===== config.mk =====
export PLATFORM = sky130hd
export DESIGN_NAME = siren_detector
export DESIGN_NICKNAME = d
export VERILOG_FILES = /design/src/rtl/siren_detector.sv
export SDC_FILE = /design/constraint.sdc
export NUM_CORES = 1
export LEC_CHECK = 0
export BUFFER_PORTS_ARGS = -buffer_cell sky130_fd_sc_hd__buf_2
export CELL_PAD_IN_SITES_DETAIL_PLACEMENT = 0
export CELL_PAD_IN_SITES_GLOBAL_PLACEMENT = 1
export CORE_MARGIN = 2
export CORE_UTILIZATION = 42
export CTS_CLUSTER_DIAMETER = 150
export DETAILED_ROUTE_END_ITERATION = 8
export MAX_ROUTING_LAYER = met4
export PLACE_DENSITY = 0.77
export SKIP_LAST_GASP = 1
export SLEW_MARGIN = 20
export SYNTH_ARGS = -nofsm -noshare
export SYNTH_HDL_FRONTEND = slang
export SYNTH_SLANG_ARGS = --single-unit

===== constraint.sdc =====
create_clock -name clk -period 2.62 [get_ports clk]
set_input_delay 0.131 -clock clk [delete_from_list [all_inputs] [get_ports clk]]
set_output_delay 0.131 -clock clk [all_outputs]
set_load 0.03 [all_outputs]

===== src/rtl/siren_detector.sv =====
// Siren detector: measures audio_in rising-edge periods, locks tone 1/2 after HOLD matching periods
// and flags a siren after ALT_COUNT tone changes. Define SIREN_DET_GLITCH_EN for a 4-cycle input filter.
module siren_detector #(
   parameter int unsigned P1_MIN    = 128250,
   parameter int unsigned P1_MAX    = 141750,
   parameter int unsigned P2_MIN    = 73285,
   parameter int unsigned P2_MAX    = 80999,
   parameter int unsigned HOLD      = 3,
   parameter int unsigned ALT_COUNT = 4,
   parameter int unsigned TIMEOUT   = 300000
) (
   input  logic        clk,
   input  logic        reset_n,
   input  logic        audio_in,
   output logic [1:0]  tone,
   output logic        siren,
   output logic [23:0] period,
   output logic        period_valid
);

   typedef enum logic [1:0] {StIdle = 2'b00, StTone1 = 2'b01, StTone2 = 2'b10} state_e;
   typedef enum logic [1:0] {ClsX = 2'b00, Cls1 = 2'b01, Cls2 = 2'b10} cls_e;

   localparam logic [23:0] CntMax   = 24'hFFFFFF;
   localparam logic [23:0] P1Lo     = 24'(P1_MIN);
   localparam logic [23:0] P1Hi     = 24'(P1_MAX);
   localparam logic [23:0] P2Lo     = 24'(P2_MIN);
   localparam logic [23:0] P2Hi     = 24'(P2_MAX);
   localparam logic [23:0] Timeout  = 24'(TIMEOUT);
   localparam logic [3:0]  Hold     = 4'(HOLD);
   localparam logic [3:0]  AltCount = 4'(ALT_COUNT);

   logic        sync1_q, sync2_q;
   logic        lvl, lvl_prev_q, rise;
   logic [23:0] cnt_q, cnt_d;
   logic        have_q, have_d;
   logic [3:0]  run_q, run_d;
   cls_e        run_cls_q, run_cls_d;
   cls_e        cls;
   state_e      state_q, state_d;
   logic [3:0]  alt_q, alt_d;
   logic        siren_q, siren_d;
   logic [23:0] period_q, period_d;
   logic        pv_q, pv_d;
   logic        tmo, meas;

`ifdef SIREN_DET_GLITCH_EN
   logic       filt_q;
   logic [1:0] stab_q;

   // Accept a new level once sync2 has held it for three cycles and sync1 confirms a fourth.
   always_ff @(posedge clk or negedge reset_n) begin
      if (!reset_n) begin
         filt_q <= 1'b0;
         stab_q <= 2'd0;
      end else if (sync2_q == filt_q) begin
         stab_q <= 2'd0;
      end else if (stab_q == 2'd2) begin
         if (sync1_q == sync2_q) begin
            filt_q <= sync2_q;
            stab_q <= 2'd0;
         end
      end else begin
         stab_q <= stab_q + 2'd1;
      end
   end

   assign lvl = filt_q;
`else
   assign lvl = sync2_q;
`endif

   assign rise = lvl & ~lvl_prev_q;

   always_comb begin
      tmo = (cnt_q == Timeout);
      // Timeout wins over a coincident edge; that edge becomes the first edge of a new train.
      meas = rise & have_q & ~tmo;
      have_d = rise | (have_q & ~tmo);

      if (rise) begin
         cnt_d = 24'd1;
      end else if (cnt_q == CntMax) begin
         cnt_d = cnt_q;
      end else begin
         cnt_d = cnt_q + 24'd1;
      end

      if (cnt_q >= P1Lo && cnt_q <= P1Hi) begin
         cls = Cls1;
      end else if (cnt_q >= P2Lo && cnt_q <= P2Hi) begin
         cls = Cls2;
      end else begin
         cls = ClsX;
      end

      run_d     = run_q;
      run_cls_d = run_cls_q;
      state_d   = state_q;
      alt_d     = alt_q;
      period_d  = meas ? cnt_q : period_q;
      pv_d      = meas;

      if (tmo) begin
         state_d   = StIdle;
         alt_d     = 4'd0;
         run_d     = 4'd0;
         run_cls_d = ClsX;
      end else if (meas) begin
         if (cls == ClsX) begin
            run_d     = 4'd0;
            run_cls_d = ClsX;
         end else if (cls == run_cls_q) begin
            run_d = (run_q == 4'hF) ? run_q : run_q + 4'd1;
         end else begin
            run_d     = 4'd1;
            run_cls_d = cls;
         end

         if (cls != ClsX && run_d == Hold && state_q != state_e'(cls)) begin
            if (state_q != StIdle && alt_q != 4'hF) begin
               alt_d = alt_q + 4'd1;
            end
            state_d = state_e'(cls);
         end
      end

      siren_d = (alt_d >= AltCount);
   end

   always_ff @(posedge clk or negedge reset_n) begin
      if (!reset_n) begin
         sync1_q    <= 1'b0;
         sync2_q    <= 1'b0;
         lvl_prev_q <= 1'b0;
         cnt_q      <= 24'd0;
         have_q     <= 1'b0;
         run_q      <= 4'd0;
         run_cls_q  <= ClsX;
         state_q    <= StIdle;
         alt_q      <= 4'd0;
         siren_q    <= 1'b0;
         period_q   <= 24'd0;
         pv_q       <= 1'b0;
      end else begin
         sync1_q    <= audio_in;
         sync2_q    <= sync1_q;
         lvl_prev_q <= lvl;
         cnt_q      <= cnt_d;
         have_q     <= have_d;
         run_q      <= run_d;
         run_cls_q  <= run_cls_d;
         state_q    <= state_d;
         alt_q      <= alt_d;
         siren_q    <= siren_d;
         period_q   <= period_d;
         pv_q       <= pv_d;
      end
   end

   assign tone         = state_q;
   assign siren        = siren_q;
   assign period       = period_q;
   assign period_valid = pv_q;

endmodule

==> metrics.log, run 1 <==
INFO  metric run_status = completed
INFO  metric ff_latch_count_synth = 66
INFO  metric number_of_placement_rows = 33
INFO  metric crit_required = 2900 ps
INFO  metric cts_tree = yes
INFO  metric clock_pin_slew_reported_for_the_worst_setup_and_hold_paths_after_clock_tree_synthesis = 70 ps
INFO  metric globalRouteOverflowTotal = 0
INFO  metric setup_repair_after_global_routing_missed_its_margin = true
INFO  metric grt_start_max_net_pins = 42
INFO  metric final_max_slew_viol_count = 0
INFO  metric synthesized_net_count = 351
INFO  metric asyncSetResetFlopFracSynth = 100.0%
INFO  metric wire_per_inst = 15.60 um
INFO  metric post_synth.cell_area_avg = 10.14 um^2
INFO  metric initialDrtViolationCount = 172
INFO  metric start_util = 42.72%
INFO  metric arrival = 2880 ps
INFO  metric layout.area.seq = 1652 um^2
INFO  metric grt_antenna_before_repair = 0
INFO  metric synthFlopType = sky130_fd_sc_hd__dfrtp_1
INFO  metric power.density_cell_area = 564.5 nW/um^2
INFO  metric placement.setup.worst_slack = -58.44 ps
INFO  metric most_common_cell_after_layout_fill_and_taps_aside = sky130_fd_sc_hd__dfrtp_1
INFO  metric synth-edff-count = 0
INFO  metric final_nets = 409
INFO  metric most-common-layout-cells = sky130_fd_sc_hd__dfrtp_1 (66), sky130_fd_sc_hd__buf_4 (35), sky130_fd_sc_hd__nor2_1 (30), sky130_fd_sc_hd__buf_2 (30), sky130_fd_sc_hd__nand2_1 (25)
INFO  metric synthesis.instances = 341
INFO  metric die_x = 94.73 um
INFO  metric antenna_violation_net_count_after_detailed_routing = 0
INFO  metric synth.cell_area = 3457 um^2
INFO  metric grt_pass1_wl = 13.43 mm
INFO  metric tritoncts_num_sinks = 66
INFO  metric crit_path_max_fanout = 7
INFO  metric maxClockFrequency = 384.8 MHz
INFO  metric die-area = 8973 um^2
INFO  metric fin_hold_ws = 320.9 ps
INFO  metric cap_violations = 0
INFO  metric post-synth-top-area-cell = sky130_fd_sc_hd__dfrtp_1
INFO  metric yosysSeqAreaShare = 47.77%
INFO  metric combinational_power_share = 15.7%
INFO  metric hold_viol = 0
INFO  metric hold_path_class = input port to asynchronous set/reset pin
INFO  metric viasPerCell = 5.519
INFO  metric drc_errors = 0
INFO  metric placedInstanceArea = 3941 um^2
INFO  metric vert_die_dim = 94.73 um
INFO  metric clockRootBuffer = sky130_fd_sc_hd__clkbuf_8
INFO  metric worst-setup-path-type = flop to flop
INFO  metric insertion_delay = 350 ps
INFO  metric port_buffers = 30
INFO  metric p_leak = 1.999 nW
INFO  metric critical_path_origin = cnt_q[22]
INFO  metric start_kind = flop
INFO  metric power.share.clock = 36.9%
INFO  metric layout_worst_path_cycle_share = 99.20%
INFO  metric placeableCoreArea = 8093 um^2
INFO  metric fraction_of_synthesized_cell_area_taken_by_the_top_area_cell_type = 47.77%
INFO  metric drive_above_1_share = 32.18%
INFO  metric timing.final.setup_violations = 0
INFO  metric floorplan.io_pins = 31
INFO  metric yosys_warn_count = 0
INFO  metric fillCellCount = 752
INFO  metric worst_r2r_path_depth = 8
INFO  metric vdd_drop_max = 0.0004470 V
INFO  metric max-clock-path-buffers = 2
INFO  metric seq_power_share = 47.3%
INFO  metric cts_made_buffers = 9
INFO  metric gp_routability_congestion = 0.9000
INFO  metric final_period_minus_worst_setup_slack = 2599 ps
INFO  metric tightestPinTransition = 683.4 ps
INFO  metric internal_power = 0.001714 W
INFO  metric fin_area = 4248 um^2
INFO  metric grt_pass1_vias = 2764
INFO  metric dp_hpwl = 5.616 mm
INFO  metric worst_flop_to_flop_path_startpoint = cnt_q[22]
INFO  metric area_delta_synth_final = 22.87%
INFO  metric critPathCaptureType = flop
INFO  metric multiInputGateArea = 1770 um^2
INFO  metric power_switching = 0.0006843 W
INFO  metric sw_frac_of_total = 28.54%
INFO  metric track_usage = 19.87%
INFO  metric wirelength = 7.940 mm
INFO  metric finalWorstSetupSlack = 20.93 ps
INFO  metric post_cts_buffers = 0
INFO  metric h_tree_depth = 3
INFO  metric synth.distinct_cells = 52
INFO  metric max_slew_margin = 53.80%
INFO  metric diodes = 0
INFO  metric fin_skew = 6.272 ps
INFO  metric post_synth_main_area_contributors = sky130_fd_sc_hd__dfrtp_1 (48%), sky130_fd_sc_hd__mux2_2 (7.8%), sky130_fd_sc_hd__nor2_1 (3.4%)
INFO  metric dr_total_vias = 2809
INFO  metric drt_first_pass_iters = 4
==> power by group through the flow <==
stage / Combinational, W / Sequential, W / Clock, W
6_report: 0.000377 / 0.00114 / 0.000885
3_5_place_dp: 0.000366 / 0.00115 / 0
3_3_place_gp: 0.000360 / 0.00115 / 0
5_1_grt: 0.000417 / 0.00114 / 0.000956
2_1_floorplan: 0.000178 / 0.00118 / 0
4_1_cts: 0.000372 / 0.00113 / 0.000906
==> timing repair <==
action	4_1_cts	5_1_grt
endpoints found under the hold margin	26	0
resized for setup	3	15
setup endpoints to repair	6	15
pin swaps	2	10
hold buffers	2	0
cloned	0	0
==> state kept, by name (all words and copies together), names as in the netlist <==
signal and flops:
alt_q 4, cnt_q 24, have_q 1, lvl 1, lvl_prev_q 1, period 24
period_valid 1, run_cls_q 2, run_q 4, siren 1, sync1_q 1, tone 2
==> cells in the mapped netlist (3+ instances only) <==
master / n
sky130_fd_sc_hd__nand3_1: 11
sky130_fd_sc_hd__nand2_1: 25
sky130_fd_sc_hd__nor2_1: 31
sky130_fd_sc_hd__mux2_2: 24
sky130_fd_sc_hd__xor2_1: 8
sky130_fd_sc_hd__or3_1: 6
sky130_fd_sc_hd__o211ai_1: 3
sky130_fd_sc_hd__nand4_1: 8
sky130_fd_sc_hd__dfrtp_1: 66
sky130_fd_sc_hd__and3_1: 5
sky130_fd_sc_hd__nor3_1: 10
sky130_fd_sc_hd__clkbuf_1: 17
sky130_fd_sc_hd__a21oi_1: 15
sky130_fd_sc_hd__nand3b_1: 5
sky130_fd_sc_hd__and4_1: 6
sky130_fd_sc_hd__o21ai_1: 3
sky130_fd_sc_hd__nor4b_1: 3
sky130_fd_sc_hd__a31oi_1: 5
sky130_fd_sc_hd__o21ai_0: 19
sky130_fd_sc_hd__and2_1: 4
sky130_fd_sc_hd__inv_1: 10
sky130_fd_sc_hd__ha_1: 7
sky130_fd_sc_hd__xnor2_1: 13
==> kinds of logic after synthesis <==
family,synth area share (%)
AOI/OAI and AO/OA,10.46
xor gates and xnor gates,5.320
adders and majority gates,2.533
buffers and inverters,3.981
DFF,47.77
muxes,8.397
and+or+nand+nor,21.53
==> critical path, stage by stage, from the launching register on <==
cell and delay, ps:
sky130_fd_sc_hd__dfrtp_1 380, sky130_fd_sc_hd__or4_4 540, sky130_fd_sc_hd__or3_4 390, sky130_fd_sc_hd__nor3b_4 270, sky130_fd_sc_hd__nand3_2 140, sky130_fd_sc_hd__xnor2_2 180, sky130_fd_sc_hd__o211a_4 280, sky130_fd_sc_hd__a21bo_2 220
sky130_fd_sc_hd__a21oi_1 120
==> final cells by class <==
type                    instances  share of cell area (%)
clock inverters                 5                   1.237
flip-flops and latches         66                   38.88
repair buffers                 68                   10.66
inverters                      10                  0.8837
well taps                     105                   3.093
multi-input cells             244                   41.68
clock buffers                  11                   3.564
==> routing by layer <==
layer	share of wire (%)	wire [um]	vias to the layer above	track usage [%]
met1	47	3765	1406	26.10
met5	0	0	-	-
met2	47	3766	63	30.50
met3	4.1	329	9	5.347
met4	0.98	78	0	5.314
li1	-	-	1331	-
==> stage by stage <==
stage	util (%)	instances	total power (W)	TNS (ps)
2_1_floorplan	-	341	0.001362	0
3_3_place_gp	48.70	491	0.001510	0
4_1_cts	51.61	509	0.002409	-2.128
3_5_place_dp	48.70	491	0.001517	-218.8
5_1_grt	52.49	509	0.002518	-244.6
6_report	52.49	509	0.002398	0
==> path summary, 6_finish.rpt <==
path | to | slack (ps)
setup reg to reg | alt_q[2] | 20
min in group clk | lvl | 360
hold / removal | period_valid | 320
max in group asynchronous | period[9] | 1660
hold reg to reg | lvl | 360
setup / recovery | alt_q[2] | 20
Note: power is estimated with default switching activity, not from simulation.
==> inputs of run 2 (changes only) <==
BUFFER_PORTS_ARGS = -buffer_cell sky130_fd_sc_hd__buf_4   (was -buffer_cell sky130_fd_sc_hd__buf_2)
GPL_ROUTABILITY_DRIVEN = 0   (was default)
==> metrics.log, run 2 (synthesis results as in run 1) <==
INFO  metric wirelength = 7.717 mm (-2.8%)
INFO  metric fillCellCount = 773 (+2.8%)
INFO  metric dp_hpwl = 5.370 mm (-4.4%)
INFO  metric floorplan.io_pins = 31 (unchanged)
INFO  metric wire_per_inst = 15.16 um (-2.8%)
INFO  metric die_x = 94.73 um (unchanged)
INFO  metric cts_made_buffers = 9 (unchanged)
INFO  metric area_delta_synth_final = 22.62%
INFO  metric max_slew_margin = 44.48% (-9.3 points)
INFO  metric insertion_delay = 340 ps (about the same)
INFO  metric port_buffers = 30 (unchanged)
INFO  metric hold_viol = 0 (unchanged)
INFO  metric final_nets = 410 (+0.24%)
INFO  metric p_leak = 1.965 nW (-1.7%)
INFO  metric maxClockFrequency = 385.1 MHz (about the same)
INFO  metric placedCellCount = 491 (unchanged)
INFO  metric start_util = 42.72% (unchanged)
INFO  metric placement.setup.worst_slack = -59.92 ps (-1.480 ps)
INFO  metric rrSetupSlack = 20 ps (about the same)
INFO  metric drt_first_pass_iters = 4 (unchanged)
INFO  metric track_usage = 19.24% (-0.63 points)
INFO  metric cts_tree = yes
INFO  metric initialDrtViolationCount = 177 (+2.9%)
INFO  metric power.density_cell_area = 525.4 nW/um^2 (-6.9%)
INFO  metric viasPerCell = 5.293 (-4.1%)
INFO  metric drc_errors = 0 (unchanged)
INFO  metric crit_required = 2880 ps (-20 ps)
INFO  metric final_period_minus_worst_setup_slack = 2597 ps (-2.476 ps)
INFO  metric fin_skew = 7.817 ps (+1.545 ps)
INFO  metric timing.setup.tns = 0 ps (unchanged)
INFO  metric placeableCoreArea = 8093 um^2 (unchanged)
INFO  metric clock_pin_slew_reported_for_the_worst_setup_and_hold_paths_after_clock_tree_synthesis = 70 ps (about the same)
INFO  metric grt_antenna_before_repair = 0 (unchanged)
INFO  metric grt_pass1_wl = 13.03 mm (-3.0%)
INFO  metric fin_area = 4239 um^2 (-0.21%)
INFO  metric start_kind = flop
INFO  metric hold_path_class = flop to flop
INFO  metric die-area = 8973 um^2 (unchanged)
INFO  metric grt_start_max_net_pins = 67 (+60%)
INFO  metric placedInstanceArea = 4004 um^2 (+1.6%)
INFO  metric crit_path_max_fanout = 7 (unchanged)
INFO  metric h_tree_depth = 3 (unchanged)
INFO  metric clockRootBuffer = sky130_fd_sc_hd__clkbuf_8
INFO  metric drive_above_1_share = 30.45% (-1.7 points)
INFO  metric fin_hold_ws = 358.8 ps (+37.93 ps)
INFO  metric most-common-layout-cells = sky130_fd_sc_hd__buf_4 (67), sky130_fd_sc_hd__dfrtp_1 (66), sky130_fd_sc_hd__nor2_1 (30)
INFO  metric final_max_slew_viol_count = 0 (unchanged)
INFO  metric antenna_violation_net_count_after_detailed_routing = 0 (unchanged)
INFO  metric run_status = completed
INFO  metric number_of_placement_rows = 33 (unchanged)
INFO  metric globalRouteOverflowTotal = 0 (unchanged)
INFO  metric dr_total_vias = 2694 (-4.1%)
INFO  metric worst-setup-path-type = flop to flop
INFO  metric vert_die_dim = 94.73 um (unchanged)
INFO  metric max-clock-path-buffers = 2 (unchanged)
INFO  metric timing.final.setup_violations = 0 (unchanged)
INFO  metric finalNonFillerCells = 509 (unchanged)
INFO  metric grt_pass1_vias = 2605 (-5.8%)
INFO  metric layout_worst_path_cycle_share = 99.11% (about the same)
INFO  metric tritoncts_num_sinks = 66 (unchanged)
INFO  metric most_common_cell_after_layout_fill_and_taps_aside = sky130_fd_sc_hd__buf_4
INFO  metric critPathCaptureType = flop
INFO  metric vdd_drop_max = 0.0004313 V (-3.5%)
INFO  metric setup_repair_after_global_routing_missed_its_margin = true
INFO  metric cap_violations = 0 (unchanged)
INFO  metric finalWorstSetupSlack = 23.41 ps (+2.477 ps)
INFO  metric tightestPinTransition = 832.7 ps (+149.4 ps)
INFO  metric diodes = 0 (unchanged)
INFO  metric arrival = 2860 ps (-20 ps)
-- run 2: cell count changes in the layout (fill, tap and decap cells not counted), moves of 2 or more --
cell,delta
sky130_fd_sc_hd__nor3_2,-2
sky130_fd_sc_hd__clkbuf_8,-2
sky130_fd_sc_hd__nor3_1,+2
sky130_fd_sc_hd__buf_2,-30
sky130_fd_sc_hd__buf_4,+32
sky130_fd_sc_hd__clkbuf_1,+2
-- run 2: per-stage QoR --
stage	utilization (%)	total power, W
after floorplan	-	0.001362
after global placement	49.47	0.001528
after detailed placement	49.47	0.001538
after CTS	51.67	0.002251
after global routing	52.38	0.002344
final	52.38	0.002227
-- run 2: worst max-delay path: stages (launching register included) --
cell and delay [ps]:
sky130_fd_sc_hd__dfrtp_1 380, sky130_fd_sc_hd__or4_4 530, sky130_fd_sc_hd__or3_4 390, sky130_fd_sc_hd__nor3b_4 270, sky130_fd_sc_hd__nand3_2 140, sky130_fd_sc_hd__xnor2_2 180, sky130_fd_sc_hd__o211a_4 290, sky130_fd_sc_hd__a21bo_2 220
sky130_fd_sc_hd__a21oi_1 110
-- run 2: metal layers --
metal | GRT usage [%] | share of wire [%] | vias up
met1 | 27.14 | 50 | 1300
met4 | 8.092 | 1.7 | 0
met3 | 3.352 | 3.8 | 13
met2 | 27.30 | 44 | 49
met5 | - | 0 | -
li1 | - | - | 1332
-- run 2: path summary, 6_finish.rpt --
| kind | startpoint | endpoint | cells after the start |
|---|---|---|---|
| max in group asynchronous | reset_n | period[13] | 2 |
| setup reg to reg | cnt_q[22] | alt_q[2] | 8 |
| hold reg to reg | sync1_q | lvl | 0 |
| setup / recovery | cnt_q[22] | alt_q[2] | 8 |
| hold / removal | sync1_q | lvl | 0 |
| min in group asynchronous | reset_n | lvl | 2 |
-- run 2: timing repair --
item | CTS | global route
endpoints found under the setup margin | 6 | 9
gates resized for setup | 3 | 9
cloned | 0 | 0
hold buffers | 2 | 0
hold endpoints to repair | 67 | 0
pin swaps | 0 | 10
buffers inserted | 0 | 1
-- run 2: final cells by class --
type / instances / area [um^2] / area share (%)
Timing Repair Buffer: 69 / 523.0 / 12.34
Sequential cell: 66 / 1652 / 38.96
Clock inverter: 4 / 20.02 / 0.4723
Tap cell: 105 / 131.4 / 3.099
Inverter: 10 / 37.54 / 0.8855
Clock buffer: 11 / 131.4 / 3.099
Multi-Input combinational cell: 244 / 1744 / 41.15
-- run 2: power by group --
group          internal, W  total, W  switching [W]
clock network     0.000332  0.000704       0.000372
registers          0.00108   0.00113      0.0000595
logic             0.000161  0.000388       0.000228
